--- src/rtl/runway_lights_decoder.sv ---
`default_nettype none
// ============================================================================
// Module      : runway_lights_decoder
// Description : Infers a wind code from successive runway lamp patterns,
//               confirming it after CONFIRM agreeing observations.
// Revision    : 1.0 - initial release
// ============================================================================
module runway_lights_decoder #(
  parameter int CONFIRM = 3,
  parameter int ERR_W   = 8
) (
  input  logic             clk,
  input  logic             reset,
  input  logic [2:0]       lights,
  input  logic             sample,
  output logic [1:0]       wind,
  output logic             wind_valid,
  output logic             err,
  output logic [ERR_W-1:0] err_count
);

  typedef enum logic [1:0] {
    ST_IDLE    = 2'd0,
    ST_ACQUIRE = 2'd1,
    ST_LOCKED  = 2'd2
  } state_t;

  localparam logic [2:0]       c_pat_c   = 3'b010;
  localparam logic [2:0]       c_pat_o   = 3'b101;
  localparam logic [2:0]       c_pat_l   = 3'b100;
  localparam logic [2:0]       c_pat_r   = 3'b001;
  localparam logic [3:0]       c_confirm = 4'(CONFIRM);
  localparam logic [ERR_W-1:0] c_err_max = '1;

  state_t           r_state, w_state_n;
  logic [2:0]       r_prev, w_prev_n;
  logic [1:0]       r_cand, w_cand_n;
  logic [3:0]       r_cnt, w_cnt_n;
  logic [1:0]       r_wind, w_wind_n;
  logic             r_wind_valid, w_wind_valid_n;
  logic             r_err, w_err_n;
  logic [ERR_W-1:0] r_err_count, w_err_count_n;

  logic       w_legal;
  logic       w_info;
  logic       w_bad_tr;
  logic [1:0] w_d;
  logic [4:0] w_cnt_inc;
  logic [3:0] w_cnt_sat;

  // Classify the incoming pattern relative to the previously sampled one.
  always_comb begin
    w_legal  = (lights == c_pat_c) || (lights == c_pat_o) ||
               (lights == c_pat_l) || (lights == c_pat_r);
    w_info   = 1'b0;
    w_bad_tr = 1'b0;
    w_d      = 2'b00;
    case (r_prev)
      c_pat_c: begin
        w_info = 1'b1;
        case (lights)
          c_pat_c: w_d = 2'b11;
          c_pat_o: w_d = 2'b00;
          c_pat_l: w_d = 2'b01;
          c_pat_r: w_d = 2'b10;
          default: w_info = 1'b0;
        endcase
      end
      c_pat_o: w_bad_tr = (lights != c_pat_c);
      c_pat_l: begin
        case (lights)
          c_pat_l: begin w_info = 1'b1; w_d = 2'b11; end
          c_pat_r: begin w_info = 1'b1; w_d = 2'b01; end
          c_pat_o: w_bad_tr = 1'b1;
          default: ;
        endcase
      end
      c_pat_r: begin
        case (lights)
          c_pat_r: begin w_info = 1'b1; w_d = 2'b11; end
          c_pat_l: begin w_info = 1'b1; w_d = 2'b10; end
          c_pat_o: w_bad_tr = 1'b1;
          default: ;
        endcase
      end
      default: ;
    endcase
  end

  assign w_cnt_inc = {1'b0, r_cnt} + 5'd1;
  assign w_cnt_sat = (w_cnt_inc > {1'b0, c_confirm}) ? c_confirm : w_cnt_inc[3:0];

  always_comb begin
    w_state_n      = r_state;
    w_prev_n       = r_prev;
    w_cand_n       = r_cand;
    w_cnt_n        = r_cnt;
    w_wind_n       = r_wind;
    w_wind_valid_n = r_wind_valid;
    w_err_n        = 1'b0;
    if (sample) begin
      if (!w_legal) begin
        w_err_n        = 1'b1;
        w_state_n      = ST_IDLE;
        w_cnt_n        = 4'd0;
        w_wind_valid_n = 1'b0;
      end else if (r_state == ST_IDLE) begin
        w_prev_n  = lights;
        w_cnt_n   = 4'd0;
        w_state_n = ST_ACQUIRE;
      end else if (w_bad_tr) begin
        w_err_n        = 1'b1;
        w_prev_n       = lights;
        w_cnt_n        = 4'd0;
        w_wind_valid_n = 1'b0;
        w_state_n      = ST_ACQUIRE;
      end else if (w_info) begin
        w_prev_n = lights;
        if ((r_cnt != 4'd0) && (w_d == r_cand)) begin
          w_cnt_n = w_cnt_sat;
          if (w_cnt_sat == c_confirm) begin
            w_wind_n       = r_cand;
            w_wind_valid_n = 1'b1;
            w_state_n      = ST_LOCKED;
          end
        end else begin
          // A fresh candidate; with single-observation confirm it locks at once.
          w_cand_n = w_d;
          w_cnt_n  = 4'd1;
          if (CONFIRM == 1) begin
            w_wind_n       = w_d;
            w_wind_valid_n = 1'b1;
            w_state_n      = ST_LOCKED;
          end else begin
            w_wind_valid_n = 1'b0;
            w_state_n      = ST_ACQUIRE;
          end
        end
      end else begin
        w_prev_n = lights;
      end
    end
    w_err_count_n = r_err_count;
    if (w_err_n && (r_err_count != c_err_max)) begin
      w_err_count_n = r_err_count + 1'b1;
    end
  end

  always_ff @(posedge clk or posedge reset) begin
    if (reset) begin
      r_state      <= ST_IDLE;
      r_prev       <= c_pat_c;
      r_cand       <= 2'b00;
      r_cnt        <= 4'd0;
      r_wind       <= 2'b00;
      r_wind_valid <= 1'b0;
      r_err        <= 1'b0;
      r_err_count  <= '0;
    end else begin
      r_state      <= w_state_n;
      r_prev       <= w_prev_n;
      r_cand       <= w_cand_n;
      r_cnt        <= w_cnt_n;
      r_wind       <= w_wind_n;
      r_wind_valid <= w_wind_valid_n;
      r_err        <= w_err_n;
      r_err_count  <= w_err_count_n;
    end
  end

  assign wind       = r_wind;
  assign wind_valid = r_wind_valid;
  assign err        = r_err;
  assign err_count  = r_err_count;

endmodule
`default_nettype wire

--- config.mk ---
export PLATFORM = sky130hd
export DESIGN_NAME = runway_lights_decoder
export DESIGN_NICKNAME = d
export VERILOG_FILES = /design/src/rtl/runway_lights_decoder.sv
export SDC_FILE = /design/constraint.sdc
export NUM_CORES = 1
export LEC_CHECK = 0
export CORE_UTILIZATION = 54
export CTS_BUF_LIST = sky130_fd_sc_hd__clkbuf_8 sky130_fd_sc_hd__clkbuf_16
export DETAILED_ROUTE_END_ITERATION = 10
export GPL_TIMING_DRIVEN = 1
export PLACE_DENSITY = 0.8
export RECOVER_POWER = 25
export SETUP_SLACK_MARGIN = 0.2
export SKIP_LAST_GASP = 1
export SYNTH_ARGS = -nofsm -noshare
export SYNTH_HDL_FRONTEND = slang
export SYNTH_SLANG_ARGS = --single-unit
--- constraint.sdc ---
create_clock -name clk -period 3.25 [get_ports clk]
set_clock_uncertainty 0.15 [all_clocks]
set_input_delay 0.325 -clock clk [delete_from_list [all_inputs] [get_ports clk]]
set_output_delay 0.325 -clock clk [all_outputs]
set_load 0.05 [all_outputs]
==> results of run 1 <==
## worst max-delay path, cell delays in order
cell	delay (ns)
sky130_fd_sc_hd__clkdlybuf4s50_1	0.57
sky130_fd_sc_hd__or4bb_1	0.53
sky130_fd_sc_hd__o31ai_1	0.08
sky130_fd_sc_hd__a31oi_1	0.16
sky130_fd_sc_hd__a211o_1	0.35
sky130_fd_sc_hd__a21oi_4	0.21
sky130_fd_sc_hd__and2_4	0.20
sky130_fd_sc_hd__mux2_4	0.30
## layer usage
layer	routed length [um]	part of all wire [%]	vias to the layer above	track usage [%]
met5	0	0	-	0
met4	44	1.7	0	10.5
met3	70	2.7	4	2.59
met2	1230	47	30	36.1
met1	1280	49	528	27.3
li1	-	-	573	-
## metrics by stage
step	hold WS [ns]	cell area (sq um)	setup WS [ns]	util, %	power (W)
finish	0.353	1640	0.526	66.2	0.000983
floorplan	0.176	1410	0.744	-	0.000693
global placement	0.335	1590	0.304	64.3	0.000799
CTS	0.353	1640	0.544	66.2	0.000989
global route	0.385	1640	0.394	66.2	0.00105
detailed placement	0.342	1590	0.242	64.3	0.000808
## sequential cells by signal, indices dropped and copies added, names as in the netlist
register and flops:
err 1, wind_valid 1, wind 2, r_cnt 4, r_state 2, r_prev 3, r_cand 2, err_count 8
## worst max path at each step
stage                                from                  end  slack [ns]  depth (start not counted)
floorplan           r_prev[1]$_DFFE_PP1P_  wind[0]$_DFFE_PP0P_        0.74                          7
global placement                lights[0]  wind[0]$_DFFE_PP0P_        0.30                          8
detailed placement              lights[0]  wind[0]$_DFFE_PP0P_        0.24                          8
CTS                 r_prev[1]$_DFFE_PP1P_  wind[0]$_DFFE_PP0P_        0.54                          7
global route                    lights[0]  wind[1]$_DFFE_PP0P_        0.39                          8
finish                          lights[0]  wind[0]$_DFFE_PP0P_        0.53                          8
## power by group through the flow
stage	sequential, W	combinational (W)	clock, W
floorplan	0.000523	0.000171	0
detailed placement	0.000419	0.000389	0
global route	0.000424	0.000427	0.000196
finish	0.000414	0.000391	0.000178
CTS	0.000413	0.000392	0.000184
global placement	0.000416	0.000383	0
## logic make-up after synthesis
group | share of synthesized area [%]
mux | 2.93
xor+xnor | 6.21
flops | 40.9
fa+ha+maj | 2.66
compound gates | 21.7
buf+inv | 4.88
simple gates | 20.8
## layout make-up
| class | count | area (sq um) |
|---|---|---|
| multi-input combinational | 111 | 764 |
| clock inverter | 1 | 5.00 |
| timing repair buffer | 18 | 178 |
| fill | 194 | 837 |
| inverter | 10 | 37.5 |
| sequential | 23 | 577 |
| clock buffer | 3 | 41.3 |
| tap | 30 | 37.5 |
## cells in the mapped netlist, types with 2 or more instances
| cell | n |
|---|---|
| sky130_fd_sc_hd__dfrtp_1 | 22 |
| sky130_fd_sc_hd__nand2_1 | 18 |
| sky130_fd_sc_hd__inv_1 | 10 |
| sky130_fd_sc_hd__o21ai_0 | 10 |
| sky130_fd_sc_hd__nor2_1 | 9 |
| sky130_fd_sc_hd__xnor2_1 | 8 |
| sky130_fd_sc_hd__a21oi_1 | 7 |
| sky130_fd_sc_hd__a21o_1 | 4 |
| sky130_fd_sc_hd__and3_1 | 4 |
| sky130_fd_sc_hd__buf_2 | 4 |
| sky130_fd_sc_hd__nand3_1 | 4 |
| sky130_fd_sc_hd__a31oi_1 | 3 |
| sky130_fd_sc_hd__ha_1 | 3 |
| sky130_fd_sc_hd__nand4_1 | 3 |
| sky130_fd_sc_hd__nor2b_1 | 3 |
| sky130_fd_sc_hd__a211o_1 | 2 |
| sky130_fd_sc_hd__a32oi_1 | 2 |
| sky130_fd_sc_hd__and2_1 | 2 |
| sky130_fd_sc_hd__mux2_4 | 2 |
| sky130_fd_sc_hd__o221a_1 | 2 |
| sky130_fd_sc_hd__xor2_1 | 2 |
==> out/summary.md, run 1 <==
The logs give 42.1% for the proportion of power drawn by flip-flops and latches and 46 for the number of distinct standard cells referenced by the synthesized netlist. The number of max-slew violations in the final report was 0. The synthesized design devotes to its leading area cell type 39.0% of total area. The internal portion of the total power is 0.000581 W.

The die is 53.1 um tall. The number of post-CTS setup repair buffers is 0. Derived from the worst setup path, the maximum achievable clock frequency is 367 MHz. The number of gates resized after CTS was 0. Setup repair after global routing left no endpoint under its margin.

Row generation in the floorplan step produced 18 rows. Worst path required time: 3.26 ns. STA classifies the critical path endpoint as a flip-flop. Summed over all nets, the switching power comes to 0.000401 W.

Measured against its own limit, the worst slew margin works out to 43.7%. In this run, placement finished with an instance count of 192. The tools report the hold path startpoint as err_count[5]$_DFFE_PP0P_. The floorplan die width works out to 53.1 um.

Yosys mapped a number of flops with a built-in enable equal to 0. The number of optimization iterations in the first detailed-route pass is 4. Summing the sequential cell areas from Yosys gives 40.9% of the chip area. After floorplanning, the core was sized to cover 0.00248 sq mm.

The detailed router placed 1135 vias in this run. The tools report the remaining design rule violation count as 0. The number of antenna cells inserted is 0, and the combinational cell fraction of total power is 39.8%.

The run gives 4410 um as the first-pass GRT wire length. In this run the remaining antenna-violating nets after routing total 0. 18 I/O pins were placed. The clock network burns 18.1% of the power. The count of yosys warnings during synthesis is 0. Max-cap violations in this run came to 0.

The signal arrival time at the worst endpoint is 2.73 ns, and the number of nets in the layout is 176. After the flow finishes, the layout carries non-filler instances totaling 196. The total global routing overflow was 0; the routability congestion estimate from global placement was 0.858.

The post-synthesis net count was 158; the number of CTS-inserted buffers was 3. The tools report the latest clock arrival within the worst-skew pair as 0.26 ns. In this run the cell area of the synthesized design comes to 0.00141 sq mm. The final critical path takes up 83.8% of the cycle.

The logs give 0.863 mV for the worst voltage drop across the vdd grid and 0.00282 sq mm for the die area. The tools report the nature of the critical path startpoint as an input pin. For this run, the leading register cell type out of synthesis is sky130_fd_sc_hd__dfrtp_1. The analysis attributes to cell leakage a power of 0.743 nW. The flow ran to the end, and the final reports show no timing, DRC or antenna violations. The number of cells on the worst hold path works out to 1.

The initial utilization of the core area, before any placement, comes to 56.9%. From synthesis to final layout, the design area changed by 16.3%. Setup violations remaining at the end of the flow were counted as 0.

The beginning of the worst register-to-register path was r_prev[1]$_DFFE_PP1P_. For the number of clock sinks, the log shows 23. Leaving out fill and tap cells, the most frequent cell in the layout is sky130_fd_sc_hd__dfrtp_1. Synthesis inferred 23 register bits.

The iteration-0 DRC count of the detailed router was 22. The aggregate global-route resource usage is 21.6%. The worst setup path is of the in2reg kind. The post-route netlist has 10.2% of its cells at a drive strength greater than 1.

Adding up every negative setup slack in the final design gives 0 ns. The pin count of the biggest net entering global routing came out at 24. Placed wire-length estimate after detailed placement: 1940 um. Of all cell types, the one taking the most synthesized area is sky130_fd_sc_hd__dfrtp_1.

The root buffer cell chosen for the clock tree is sky130_fd_sc_hd__clkbuf_8. Dividing the synthesized area by the synthesized cell count gives 9.46 sq um. The path with the worst hold slack has its endpoint at err_count[5]$_DFFE_PP0P_. The longest clock path from root to sink contains 2 buffers. Worst-margin pin slew: 0.844 ns. After detailed routing, the average wire length per cell comes to 13.4 um.

The number of cells traversed by the worst register-to-register path was 7. In the post-synthesis netlist, the biggest area contributors are sky130_fd_sc_hd__dfrtp_1, sky130_fd_sc_hd__xnor2_1, sky130_fd_sc_hd__nand2_1. The worst hold path belongs to the class reg2reg.

The hold violation total from the final report came out at 0. The port buffer count came out at 17. In the layout the commonest cells are sky130_fd_sc_hd__dfrtp_1, sky130_fd_sc_hd__nand2_1, sky130_fd_sc_hd__clkdlybuf4s50_1, sky130_fd_sc_hd__o21ai_0, sky130_fd_sc_hd__inv_1. Net switching is 40.8% of the power.

In the routed layout, each cell is associated on average with a via count of 5.79. TritonCTS built the clock tree. Across all register-to-register paths, the minimum setup slack is 0.53 ns. The endpoint of the worst register-to-register path is wind[0]$_DFFE_PP0P_.

The fraction of registers with async set or reset after synthesis is 100%, and the number of global-route vias before repair is 1010. The initial antenna violation count was 0; the deepest level of the CTS H-tree was 1. The clock period could shrink to 2.72 ns. After clock tree synthesis, the clock-pin slew on the worst setup and hold paths is 0.08 ns. The count of mapped cells out of synthesis was 149; the critical-path maximum fanout was 12.

Power spread over the standard cell area amounts to 599 mW/mm^2. Hold repair after CTS inserted 0 buffers. The routed design has 2630 um of wire.
Note: power is estimated with default switching activity, not from simulation.
==> run 2: changes to the inputs <==
==> constraint.sdc (replaced) <==
create_clock -name clk -period 2.8 [get_ports clk]
set_clock_uncertainty 0.15 [all_clocks]
set_input_delay 0.28 -clock clk [delete_from_list [all_inputs] [get_ports clk]]
set_output_delay 0.28 -clock clk [all_outputs]
set_load 0.05 [all_outputs]
==> run 2 against run 1 <==
Setup slack worse by 0.25 ns. Sequential share of layout area shrank 1.8 points. Clock power is 17% higher. Via count up 11%. Global-route usage up 3.3 points. Design area up 5.6%. First-iteration DRC count grew 9.1%. Routed wire length rose by 18%. Largest power group is now combinational logic.
==> out/summary.md, run 2 (synthesis results as in run 1) <==
The number of antenna diodes in the final layout is 0. At the pin with the least slew margin, the transition time is 0.866 ns. The count of nets left with antenna violations after detail routing is 0, and the total chip power is 0.00117 W. The first detailed-routing pass ran for 4 iterations.

The share of the core filled with cells in the final layout is 69.9%. The register clock-pin slew on the reported worst setup and hold paths came out at 0.09 ns. For the number of max-cap violations, the log shows 0. The nature of the critical path startpoint is a flip-flop. Measured along the y axis, the die boundary spans 53.1 um. The run gives 0 as the number of max-slew violations in the final report. TritonCTS built the clock tree.

In this run the power spent charging and discharging nets is 0.000479 W. The die area is 0.00282 sq mm. The buffer depth of the longest clock path was 2; the latest clock arrival within the worst-skew pair was 0.26 ns.

During placement, the flow inserted port buffers numbering 17. The average vias per placed instance was 6.06. The critical-path maximum fanout works out to 3. The initial antenna violation count came out at 0. The critical path in this run is classified as reg2reg. In this run the clock root is driven by a sky130_fd_sc_hd__clkbuf_8. The total internal power was 0.000694 W; the total power per unit cell area was 678 mW/mm^2.

The logs give 0.351 ns for the final-layout worst hold slack and 23 for the number of clock sinks. At the end of routability-driven placement, the weighted congestion stood at 0.877. The achievable frequency came out at 396 MHz.

Endpoint class of the critical path: a flip-flop. In the routed design, unresolved DRC markers number 0. The logs give 18 for the row count and 0 ns for the setup TNS. Setup repair after global routing could not meet its margin everywhere. In this run switching power makes up 40.9% of total power. For this block, the routed nets add up to 3100 um of wire. The share of total power dissipated in the clock network is 17.7%.

In the finished design, the share of the clock period the worst path needs comes to 90.2%. The flow ran to the end, and the final reports show no timing, DRC or antenna violations. The tools report the first-pass GRT wire length as 5120 um.

Leaving out fill and tap cells, the most frequent cells in the layout are sky130_fd_sc_hd__dfrtp_1, sky130_fd_sc_hd__nand2_1, sky130_fd_sc_hd__clkdlybuf4s50_1, sky130_fd_sc_hd__buf_4. The min-delay analysis places its worst path in the category reg2reg. The number of global-route vias before repair was 1146; the average wire per cell in the routed design was 14.9 um. The total global routing overflow was 0.

In this run the standard cell core region covers 0.00248 sq mm. The signal arrival time at the worst endpoint was 2.53 ns. For this configuration, the core starts out at a cell density of 56.9%.

After layout, the minimum clock period comes to 2.53 ns. The fraction of final layout cells with drive strength greater than 1 is 16.9%, and the aggregate global-route resource usage is 24.9%. The most frequent standard cell in the layout excluding fill and tap cells is sky130_fd_sc_hd__dfrtp_1.

The logs give 42.2% for the remaining max-slew budget at the tightest pin and 3 for the number of CTS-inserted buffers. The floorplan step set the die width to 53.1 um. The final count of negative-setup-slack endpoints came out at 0. The register with the most flip-flops in the layout has 8 of them. The tools report the pin count of the biggest net entering global routing as 24. Summing over every cut layer, the via total after detailed routing is 1261. Across the VDD grid, the largest voltage drop is 0.700 mV. Compared with the post-synthesis result, the final layout area differs by 22.8%. The logs give 24 for the iteration-0 DRC count of the detailed router and 1 for the deepest level of the CTS H-tree. The hold buffer count at CTS is 0, and the placed wire-length estimate after detailed placement is 2270 um. In this run the static leakage power is 0.799 nW.

The number of nets in the layout is 188. The tools report the hold violation total from the final report as 0. 18 I/O pins were placed.

Sequential cells burn 40.5% of the power. The share of total power dissipated in combinational logic is 41.8%. STA puts the critical path data required time at 2.80 ns.
-- run 2: layout make-up --
class | instances | area [sq um]
inverter | 10 | 37.5
sequential | 23 | 578
tap | 30 | 37.5
clock inverter | 1 | 5.00
fill | 192 | 746
clock buffer | 3 | 41.3
timing repair buffer | 30 | 268
multi-input combinational | 111 | 764
-- run 2: per-layer routing --
metal  up-vias  share of wire [%]  track usage (%)
met4         0               0.32             5.70
li1        593                  -                -
met1       621                 43             31.6
met2        45                 52             45.4
met5         -                  0                0
met3         2                5.0             1.72
-- run 2: what timing repair did --
action                     4_1_cts  5_1_grt
setup buffers                    1        4
setup endpoints to repair        2        2
pin swaps                        0        1
gates resized for setup          1        0
gates cloned                     0        0
-- run 2: metrics by stage --
| stage | area (sq um) | instances | setup WS [ns] |
|---|---|---|---|
| 2_1_floorplan | 1410 | 149 | 0.294 |
| 3_3_place_gp | 1650 | 199 | 0.0601 |
| 3_5_place_dp | 1650 | 199 | -0.0165 |
| 4_1_cts | 1700 | 204 | 0.245 |
| 5_1_grt | 1730 | 208 | 0.180 |
| 6_report | 1730 | 208 | 0.273 |
-- run 2: path summary, 6_finish.rpt --
path	endpoint	depth (start not counted)	slack, ns	from
setup / recovery	wind[1]$_DFFE_PP0P_	7	0.27	r_prev[1]$_DFFE_PP1P_
hold / removal	err_count[5]$_DFFE_PP0P_	1	0.35	err_count[5]$_DFFE_PP0P_
setup reg to reg	wind[1]$_DFFE_PP0P_	7	0.27	r_prev[1]$_DFFE_PP1P_
hold reg to reg	err_count[5]$_DFFE_PP0P_	1	0.35	err_count[5]$_DFFE_PP0P_
max in group asynchronous	r_prev[2]$_DFFE_PP0P_	2	1.43	reset
min in group asynchronous	r_cnt[0]$_DFFE_PP0P_	2	0.48	reset
-- run 2: worst max-delay path: stages, from the launching register on --
cell and delay [ns]:
sky130_fd_sc_hd__dfstp_2 0.54, sky130_fd_sc_hd__or3b_4 0.40, sky130_fd_sc_hd__nor4b_2 0.26, sky130_fd_sc_hd__a31oi_1 0.10
sky130_fd_sc_hd__a211o_1 0.35, sky130_fd_sc_hd__a21oi_4 0.16, sky130_fd_sc_hd__and2_4 0.18, sky130_fd_sc_hd__mux2_4 0.30
-- run 2: power by group through the flow --
stage,clock (W),sequential [W],combinational (W)
after floorplan,0,0.000607,0.000198
after global placement,0,0.000481,0.000458
after detailed placement,0,0.000487,0.000471
after CTS,0.000215,0.000476,0.000482
after global routing,0.000234,0.000487,0.000528
final,0.000208,0.000475,0.000490
